## src/rtl/load_store_unit_if.sv

```systemverilog
// Core-side request/response and data_memory bus of the load/store unit.
// Handshake: a request transfers on a rising edge where req_valid and req_ready are both high;
// resp_valid is a single-cycle pulse with no backpressure, resp_rdata/resp_err are meaningful only with it.
interface load_store_unit_if #(
    parameter int AW = 32,
    parameter int DW = 32
);
    logic          req_valid;
    logic          req_ready;
    logic          req_write;
    logic [2:0]    req_funct3;
    logic [AW-1:0] req_addr;
    logic [DW-1:0] req_wdata;
    logic          resp_valid;
    logic [DW-1:0] resp_rdata;
    logic          resp_err;
    logic [AW-1:0] mem_address;
    logic          mem_read;
    logic          mem_write;
    logic [DW-1:0] mem_wdata;
    logic [DW-1:0] mem_rdata;

    modport slave (
        input  req_valid, req_write, req_funct3, req_addr, req_wdata, mem_rdata,
        output req_ready, resp_valid, resp_rdata, resp_err,
               mem_address, mem_read, mem_write, mem_wdata
    );

    modport master (
        output req_valid, req_write, req_funct3, req_addr, req_wdata, mem_rdata,
        input  req_ready, resp_valid, resp_rdata, resp_err,
               mem_address, mem_read, mem_write, mem_wdata
    );
endinterface

```

## src/rtl/load_store_unit.sv

```systemverilog
// RV32I load/store sequencer onto a word-wide, big-lane-order memory with a registered read port.
// Sub-word stores are done as read-modify-write; errors complete without touching memory.
module load_store_unit #(
    parameter int AW = 32,
    parameter int DW = 32
) (
    input  logic             clk,
    input  logic             rst,
    load_store_unit_if.slave bus,
    output logic [2:0]       dbg_state
);
    localparam logic [2:0] IDLE = 3'd0;
    localparam logic [2:0] RD   = 3'd1;
    localparam logic [2:0] MRG  = 3'd2;
    localparam logic [2:0] WR   = 3'd3;
    localparam logic [2:0] RESP = 3'd4;

    function automatic logic [31:0] bswap(input logic [31:0] w);
        return {w[7:0], w[15:8], w[23:16], w[31:24]};
    endfunction

    logic [2:0]    state, state_nxt;
    logic          cap_write;
    logic [2:0]    cap_funct3;
    logic [AW-1:0] cap_addr;
    logic [DW-1:0] cap_wdata;
    logic          cap_err;

    logic       acc;
    logic       req_err;
    logic [1:0] req_off;

    assign acc     = bus.req_valid & bus.req_ready;
    assign req_off = bus.req_addr[1:0];

    // funct3 4/5 are loads only; 5 (LHU) also needs halfword alignment.
    always_comb begin
        req_err = 1'b0;
        case (bus.req_funct3)
            3'd0:    req_err = 1'b0;
            3'd1:    req_err = req_off[0];
            3'd2:    req_err = (req_off != 2'd0);
            3'd4:    req_err = bus.req_write;
            3'd5:    req_err = bus.req_write | req_off[0];
            default: req_err = 1'b1;
        endcase
    end

    always_comb begin
        state_nxt = state;
        case (state)
            IDLE: begin
                if (acc) begin
                    if (req_err)
                        state_nxt = RESP;
                    else if (bus.req_write && bus.req_funct3 == 3'd2)
                        state_nxt = WR;
                    else
                        state_nxt = RD;
                end
            end
            RD:      state_nxt = cap_write ? MRG : RESP;
            MRG:     state_nxt = RESP;
            WR:      state_nxt = RESP;
            RESP:    state_nxt = IDLE;
            default: state_nxt = IDLE;
        endcase
    end

    always_ff @(posedge clk or posedge rst) begin
        if (rst) begin
            state      <= IDLE;
            cap_write  <= 1'b0;
            cap_funct3 <= 3'd0;
            cap_addr   <= '0;
            cap_wdata  <= '0;
            cap_err    <= 1'b0;
        end else begin
            state <= state_nxt;
            if (acc) begin
                cap_write  <= bus.req_write;
                cap_funct3 <= bus.req_funct3;
                cap_addr   <= bus.req_addr;
                cap_wdata  <= bus.req_wdata;
                cap_err    <= req_err;
            end
        end
    end

    // Little-endian view of the word just read; byte k of the word sits at bits [8k+7:8k].
    logic [31:0] lw, lw_shr, load_fmt, lane_mask, lane_ins, merged;
    logic [4:0]  sh_amt;

    assign lw     = bswap(bus.mem_rdata);
    assign sh_amt = {cap_addr[1:0], 3'b000};
    assign lw_shr = lw >> sh_amt;

    always_comb begin
        load_fmt = lw;
        case (cap_funct3)
            3'd0:    load_fmt = {{24{lw_shr[7]}}, lw_shr[7:0]};
            3'd1:    load_fmt = {{16{lw_shr[15]}}, lw_shr[15:0]};
            3'd4:    load_fmt = {24'd0, lw_shr[7:0]};
            3'd5:    load_fmt = {16'd0, lw_shr[15:0]};
            default: load_fmt = lw;
        endcase
    end

    assign lane_mask = (cap_funct3[0] ? 32'h0000_FFFF : 32'h0000_00FF) << sh_amt;
    assign lane_ins  = {16'd0, cap_wdata[15:0]} << sh_amt;
    assign merged    = (lw & ~lane_mask) | (lane_ins & lane_mask);

    always_comb begin
        bus.req_ready   = (state == IDLE);
        bus.resp_valid  = (state == RESP);
        bus.resp_err    = (state == RESP) & cap_err;
        bus.resp_rdata  = ((state == RESP) && !cap_write && !cap_err) ? load_fmt : 32'd0;
        bus.mem_read    = (state == RD);
        bus.mem_write   = (state == MRG) || (state == WR);
        bus.mem_address = {cap_addr[AW-1:2], 2'b00};
        bus.mem_wdata   = 32'd0;
        if (state == MRG)
            bus.mem_wdata = bswap(merged);
        else if (state == WR)
            bus.mem_wdata = bswap(cap_wdata);
    end

    assign dbg_state = state;
endmodule

```

## src/flat_wrapper.sv

```systemverilog
// flat-port wrapper written by rule: the top's interface ports become plain ports
module load_store_unit_flat 
#(
    parameter int AW = 32,
    parameter int DW = 32
)
  (clk, rst, dbg_state, bus_req_valid, bus_req_write, bus_req_funct3, bus_req_addr, bus_req_wdata, bus_mem_rdata, bus_req_ready, bus_resp_valid, bus_resp_rdata, bus_resp_err, bus_mem_address, bus_mem_read, bus_mem_write, bus_mem_wdata);
  load_store_unit_if #(.AW(AW), .DW(DW)) bus_i ();
  input  logic clk;
  input  logic rst;
  output logic [2:0] dbg_state;
  input wire logic [$bits(bus_i.req_valid)-1:0] bus_req_valid;
  input wire logic [$bits(bus_i.req_write)-1:0] bus_req_write;
  input wire logic [$bits(bus_i.req_funct3)-1:0] bus_req_funct3;
  input wire logic [$bits(bus_i.req_addr)-1:0] bus_req_addr;
  input wire logic [$bits(bus_i.req_wdata)-1:0] bus_req_wdata;
  input wire logic [$bits(bus_i.mem_rdata)-1:0] bus_mem_rdata;
  output wire logic [$bits(bus_i.req_ready)-1:0] bus_req_ready;
  output wire logic [$bits(bus_i.resp_valid)-1:0] bus_resp_valid;
  output wire logic [$bits(bus_i.resp_rdata)-1:0] bus_resp_rdata;
  output wire logic [$bits(bus_i.resp_err)-1:0] bus_resp_err;
  output wire logic [$bits(bus_i.mem_address)-1:0] bus_mem_address;
  output wire logic [$bits(bus_i.mem_read)-1:0] bus_mem_read;
  output wire logic [$bits(bus_i.mem_write)-1:0] bus_mem_write;
  output wire logic [$bits(bus_i.mem_wdata)-1:0] bus_mem_wdata;
  assign bus_i.req_valid = bus_req_valid;
  assign bus_i.req_write = bus_req_write;
  assign bus_i.req_funct3 = bus_req_funct3;
  assign bus_i.req_addr = bus_req_addr;
  assign bus_i.req_wdata = bus_req_wdata;
  assign bus_i.mem_rdata = bus_mem_rdata;
  assign bus_req_ready = bus_i.req_ready;
  assign bus_resp_valid = bus_i.resp_valid;
  assign bus_resp_rdata = bus_i.resp_rdata;
  assign bus_resp_err = bus_i.resp_err;
  assign bus_mem_address = bus_i.mem_address;
  assign bus_mem_read = bus_i.mem_read;
  assign bus_mem_write = bus_i.mem_write;
  assign bus_mem_wdata = bus_i.mem_wdata;
  load_store_unit #(.AW(AW), .DW(DW)) u_core (.clk(clk), .rst(rst), .bus(bus_i), .dbg_state(dbg_state));
endmodule
```

## config.mk

```make
export PLATFORM = sky130hd
export DESIGN_NAME = load_store_unit_flat
export DESIGN_NICKNAME = d
export VERILOG_FILES = /design/src/rtl/load_store_unit_if.sv /design/src/rtl/load_store_unit.sv /design/src/flat_wrapper.sv
export SDC_FILE = /design/constraint.sdc
export NUM_CORES = 1
export LEC_CHECK = 0
export ABC_AREA = 0
export BUFFER_PORTS_ARGS = -buffer_cell sky130_fd_sc_hd__buf_2
export CAP_MARGIN = 40
export CORE_MARGIN = 3
export CORE_UTILIZATION = 48
export CTS_CLUSTER_SIZE = 25
export DETAILED_ROUTE_END_ITERATION = 16
export PLACE_DENSITY = 0.84
export RECOVER_POWER = 25
export SLEW_MARGIN = 20
export SYNTH_ARGS = -nofsm -noshare
export SYNTH_HDL_FRONTEND = slang
export SYNTH_SLANG_ARGS = --single-unit
```

## constraint.sdc

```tcl
create_clock -name clk -period 2.3 [get_ports clk]
set_input_delay 0.23 -clock clk [delete_from_list [all_inputs] [get_ports clk]]
set_output_delay 0.23 -clock clk [all_outputs]
set_load 0.02 [all_outputs]
```

After elaboration in Yosys (flattened, before gate mapping)
Index checks and enable logic that the tools add are counted.
W data, S select, Z words.
{"block": "totals", "regBits": 72, "in_bits": 103, "out_inout_bits": 104, "elab_cells": 50}
{"block": "op_classes", "n_eq_ne": 12, "shift": 3, "n_mux": 11, "bitwise": 7, "reduce_logical": 11}
{"cell": "$pmux W32 S4", "n": 1}
{"cell": "$mux W32", "n": 3}
{"cell": "$and A32 B32 Y32", "n": 2}
{"cell": "$not A32 Y32", "n": 1}
{"cell": "$or A32 B32 Y32", "n": 1}
{"cell": "$shl A16 B5 Y32", "n": 1}
{"cell": "$shl A32 B5 Y32", "n": 1}
{"cell": "$shr A32 B5 Y16", "n": 1}
{"cell": "$mux W16", "n": 1}
{"cell": "$eq A3 B3 Y1 const B", "n": 5}
{"cell": "$eq A3 B1 Y1 const B", "n": 3}
{"cell": "$eq A3 B2 Y1 const B", "n": 3}
{"cell": "$logic_not A3 Y1", "n": 3}
{"cell": "$mux W3", "n": 3}
{"cell": "$pmux W3 S3", "n": 1}
{"cell": "$pmux W1 S5", "n": 1}
{"cell": "$logic_and A1 B1 Y1", "n": 3}
{"cell": "$and A1 B1 Y1", "n": 2}
{"cell": "$logic_not A1 Y1", "n": 2}
{"cell": "$mux W2", "n": 1}
{"cell": "$ne A2 B2 Y1 const B", "n": 1}
{"cell": "$reduce_bool A2 Y1", "n": 1}
{"cell": "$reduce_or A2 Y1", "n": 1}
{"cell": "$logic_or A1 B1 Y1", "n": 1}
{"cell": "$or A1 B1 Y1", "n": 1}

Logic depth before layout (Yosys ltp)
{"block": "depth", "depth_word": 6, "depth_mapped": 7, "depth_no_buf": 4}

Worst setup path after synthesis
Ideal clock, no wire load.
{"block": "synth_path", "path_kind": "register -> output", "startpoint": "register u_core.state[0] (netlist: u_core.dbg_state[0])", "endpoint": "output port bus_resp_rdata[21]", "arrival_ns": 1.986, "t_required_ns": 2.070, "setup_slack_ns": 0.084, "stages_incl_launch_ff": 7, "cell_sequence": "dfrtp_1 buf_6 nor3b_4 nand2_4 a2111oi_4 buf_6 a21o_1"}
{"block": "synth_via", "elab_chain_cells": 4}
{"element": "start, declared", "line_no": "load_store_unit.sv:22", "source": "logic [2:0] state, state_nxt;"}
{"element": "start signal, assigned", "line_no": "load_store_unit.sv:79", "source": "state <= state_nxt;"}
{"element": "$eq A3 B3 Y1"}
{"element": "named net bus_resp_valid", "line_no": "flat_wrapper.sv:19", "source": "output wire logic [$bits(bus_i.resp_valid)-1:0] bus_resp_valid;"}
{"element": "$logic_and A1 B1 Y1 (2 in series)", "line_no": "load_store_unit.sv:117", "source": "bus.resp_rdata = ((state == RESP) && !cap_write && !cap_err) ? load_fmt : 32'd0;"}
{"element": "$mux W32", "line_no": "load_store_unit.sv:117"}
{"element": "end, declared", "line_no": "flat_wrapper.sv:20", "source": "output wire logic [$bits(bus_i.resp_rdata)-1:0] bus_resp_rdata;"}
The timed path passes the listed nets, and every way through them passes these cells.

Final worst setup path
{"block": "layout_path", "startpoint": "register u_core.cap_addr[1]", "endpoint": "output port bus_resp_rdata[31]"}
{"block": "layout_via", "elab_chain_cells": 3}
{"element": "start, declared", "line_no": "load_store_unit.sv:25", "source": "logic [AW-1:0] cap_addr;"}
{"element": "start signal, assigned", "line_no": "load_store_unit.sv:83", "source": "cap_addr <= bus.req_addr;"}
{"element": "$shr A32 B5 Y16", "line_no": "load_store_unit.sv:96", "source": "assign lw_shr = lw >> sh_amt;"}
{"element": "$pmux W32 S4", "line_no": "load_store_unit.sv:100", "source": "case (cap_funct3)"}
{"element": "$mux W32", "line_no": "load_store_unit.sv:117"}
No other way between the ends.

==> run metrics <==
failing checks negative setup slack; via count 4365; first-pass iteration count of the detailed router 5; DR WL met3 ~1400 microns; Max VDD drop slightly below 0.0006 V; Clock Skew a little under 0.009 ns; critical path class flip-flop to output pin; Post-Layout Inst Area ~0.006 sq mm; RSZ-0062 raised after global routing yes; startpoint types flip-flop; mean post-synth cell area just under 10 sq um; Netlist cell types 39; IO Count 207; vias per cell 5.61; worst setup margin -0.0260 ns; relative slew slack 35.1%; # rows 35; core occupancy in the finished layout 64.2%; CP Max Fanout 8; DR top layer met4; min-delay worst type input port to flip-flop; Max Cap Viol 0; first-pass GRT wire length 22900 microns; CTS sink count 72; required time of the critical path a little over 2 ns; yosys warns 0; die width 105 microns; share of post-route cells with drive strength above 1 49.2%; Placer Congestion 0.888; setup violators final 7; die area 0.0110 sq mm; Die Ht 105 microns; worst reg-to-reg setup slack 0.51 ns; most frequent cells in the layout buf_2 (162), mux2_2 (68), dfrtp_1 (68); Hold WS between 0.1 and 0.15 ns; routed wl met2 7340 microns; placed cell areas 0.00559 sq mm; Max Clk Rate 0.430 GHz; antenna violation net count after detailed routing 0; DP HPWL 11300 microns; CTS tree built; leak pwr 3.06 nW; CTS Buffer Depth 2; ant diodes 0; final hold vios 0; CORE AREA between 0.009 and 0.01 sq mm; Data arrival, critical path 2.10 ns; pwr dens 917 mW/mm^2; Tmin final between 2 and 2.5 ns; total CTS buffers 9; Slew Limit Fails 0; DR WL/cell 19.2 microns; initial antenna violation count 0; mapped cell area between 0.004 and 0.005 sq mm; actual slew at the worst max-slew pin approximately 1 ns; CTS root buf clkbuf_8; status complete, but fails checks; GR Util All Layers 26.2%; DRT iter0 DRCs 290; Worst Setup End Kind output pin; DRC 0; clock-pin slew on the worst setup and hold paths 0.09 ns; worst slack, placed 0.116 ns; layout overhead on the synthesized area 28.6%; final net count 748; DRT met1 WL slightly below 6000 microns; htree depth 3; total wire length 15000 microns; #FFs+latches synth 72; Starting Density 50.0%; most common cell after layout, fill and taps aside buf_2; Seq/Total Area, Yosys 38.5%; final worst-path cycle share 101%; vias in the first global route around 4300; largest net degree at the start of global routing 56; grt ovf 0; count of buffers from port buffering 204; worst skew pair latency between 0.3 and 0.4 ns; Cells after Synth approximately 480; fill count slightly above 800
-- layout make-up --
cell class	instances	area (sq um)	area share, %
clock buffers	10	138	2.29
clock inverters	5	57.6	0.956
inverters	12	45.0	0.748
multi-input cells	325	2510	41.7
flip-flops and latches	72	1810	30.0
well taps	129	161	2.68
repair buffers	225	1300	21.6
-- cell usage after synthesis (all sizes together) --
| cell type | number | area, sq um |
|---|---|---|
| a22oi | 1 | 7.51 |
| a221oi | 9 | 78.8 |
| o21ai | 2 | 10.0 |
| nand2 | 51 | 199 |
| nand3b | 1 | 7.51 |
| mux2i | 24 | 240 |
| mux2 | 69 | 777 |
| a211o | 24 | 210 |
| a2111oi | 1 | 27.5 |
| o21ba | 2 | 20.0 |
| conb | 1 | 3.75 |
| and2 | 4 | 25.0 |
| and3 | 1 | 6.26 |
| o21a | 2 | 15.0 |
| a22o | 1 | 8.76 |
| nand2b | 2 | 12.5 |
| a21o | 16 | 120 |
| o221a | 7 | 78.8 |
| a31oi | 1 | 6.26 |
| nor3 | 2 | 10.0 |
| and4b | 1 | 10.0 |
| nor4 | 1 | 6.26 |
| or2 | 1 | 6.26 |
| o211ai | 7 | 52.6 |
| a211oi | 8 | 60.1 |
| clkinv | 1 | 3.75 |
| nor2 | 30 | 113 |
| nor3b | 2 | 26.3 |
| clkbuf | 19 | 71.3 |
| dfrtp | 72 | 1800 |
| a21oi | 41 | 205 |
| buf | 52 | 352 |
| nor2b | 11 | 68.8 |
| inv | 11 | 41.3 |
-- power breakdown --
part           switching, mW  internal, mW  total [mW]
logic                   1.44          1.12        2.56
clock network          0.493         0.525        1.02
registers              0.314          1.64        1.95
-- final timing paths --
kind,cells past startpoint,to,startpoint
min reg2reg,1,u_core.cap_addr[15]$_DFFE_PP0P_,u_core.cap_addr[15]$_DFFE_PP0P_
max reg2reg,4,u_core.cap_wdata[2]$_DFFE_PP0P_,u_core.dbg_state[0]$_DFFE_PP0P_
max in group asynchronous,4,u_core.cap_wdata[2]$_DFFE_PP0P_,rst
min in group asynchronous,3,u_core.cap_wdata[19]$_DFFE_PP0P_,rst
min,2,u_core.cap_wdata[31]$_DFFE_PP0P_,bus_req_wdata[31]
max,6,bus_resp_rdata[31],u_core.cap_addr[1]$_DFFE_PP0P_
-- stage by stage --
| stage | total power [mW] | TNS, ns | std cells |
|---|---|---|---|
| after CTS | 5.47 | 0 | 776 |
| after global routing | 5.83 | -1.28 | 778 |
| after detailed placement | 4.34 | 0 | 756 |
| after global placement | 4.26 | 0 | 755 |
| after floorplan | 3.82 | 0 | 479 |
| final | 5.52 | -0.0712 | 778 |
-- metal layers --
metal | global-route usage (%) | vias up
met5 | 0 | -
met4 | 9.37 | 0
met3 | 6.79 | 26
met2 | 44.3 | 251
met1 | 32.4 | 2083
li1 | - | 2005
-- critical path, cell delays in order (launching register included) --
cell	delay, ns
dfrtp_2	0.46
and4b_2	0.34
a31oi_4	0.05
a2111oi_4	0.42
buf_4	0.23
a21o_1	0.13
buf_6	0.12
-- registers in the layout, summed over array words and instances, names as in the netlist --
register,flops
u_core.cap_err,1
u_core.dbg_state,3
u_core.cap_wdata,32
u_core.cap_addr,32
u_core.cap_funct3,3
u_core.cap_write,1
-- cells by family after synthesis --
family | after synthesis | share of synthesized area, %
flip-flops | 72 | 38.5
AO/OA/AOI/OAI | 122 | 19.2
buffers and inverters | 83 | 9.99
multiplexers | 93 | 21.7
AND/OR/NAND/NOR | 107 | 10.5
other | 1 | 0.0801
-- timing repair --
| item | 4_1_cts | 5_1_grt |
|---|---|---|
| gates resized for setup | 17 | 47 |
| cloned | 2 | 0 |
| setup buffers | 2 | 2 |
| hold buffers | 1 | 0 |
| pin swaps | 2 | 2 |
| endpoints found under the setup margin | 44 | 55 |
| endpoints found under the hold margin | 23 | 0 |
No activity file was read; power rests on OpenSTA's default activity.
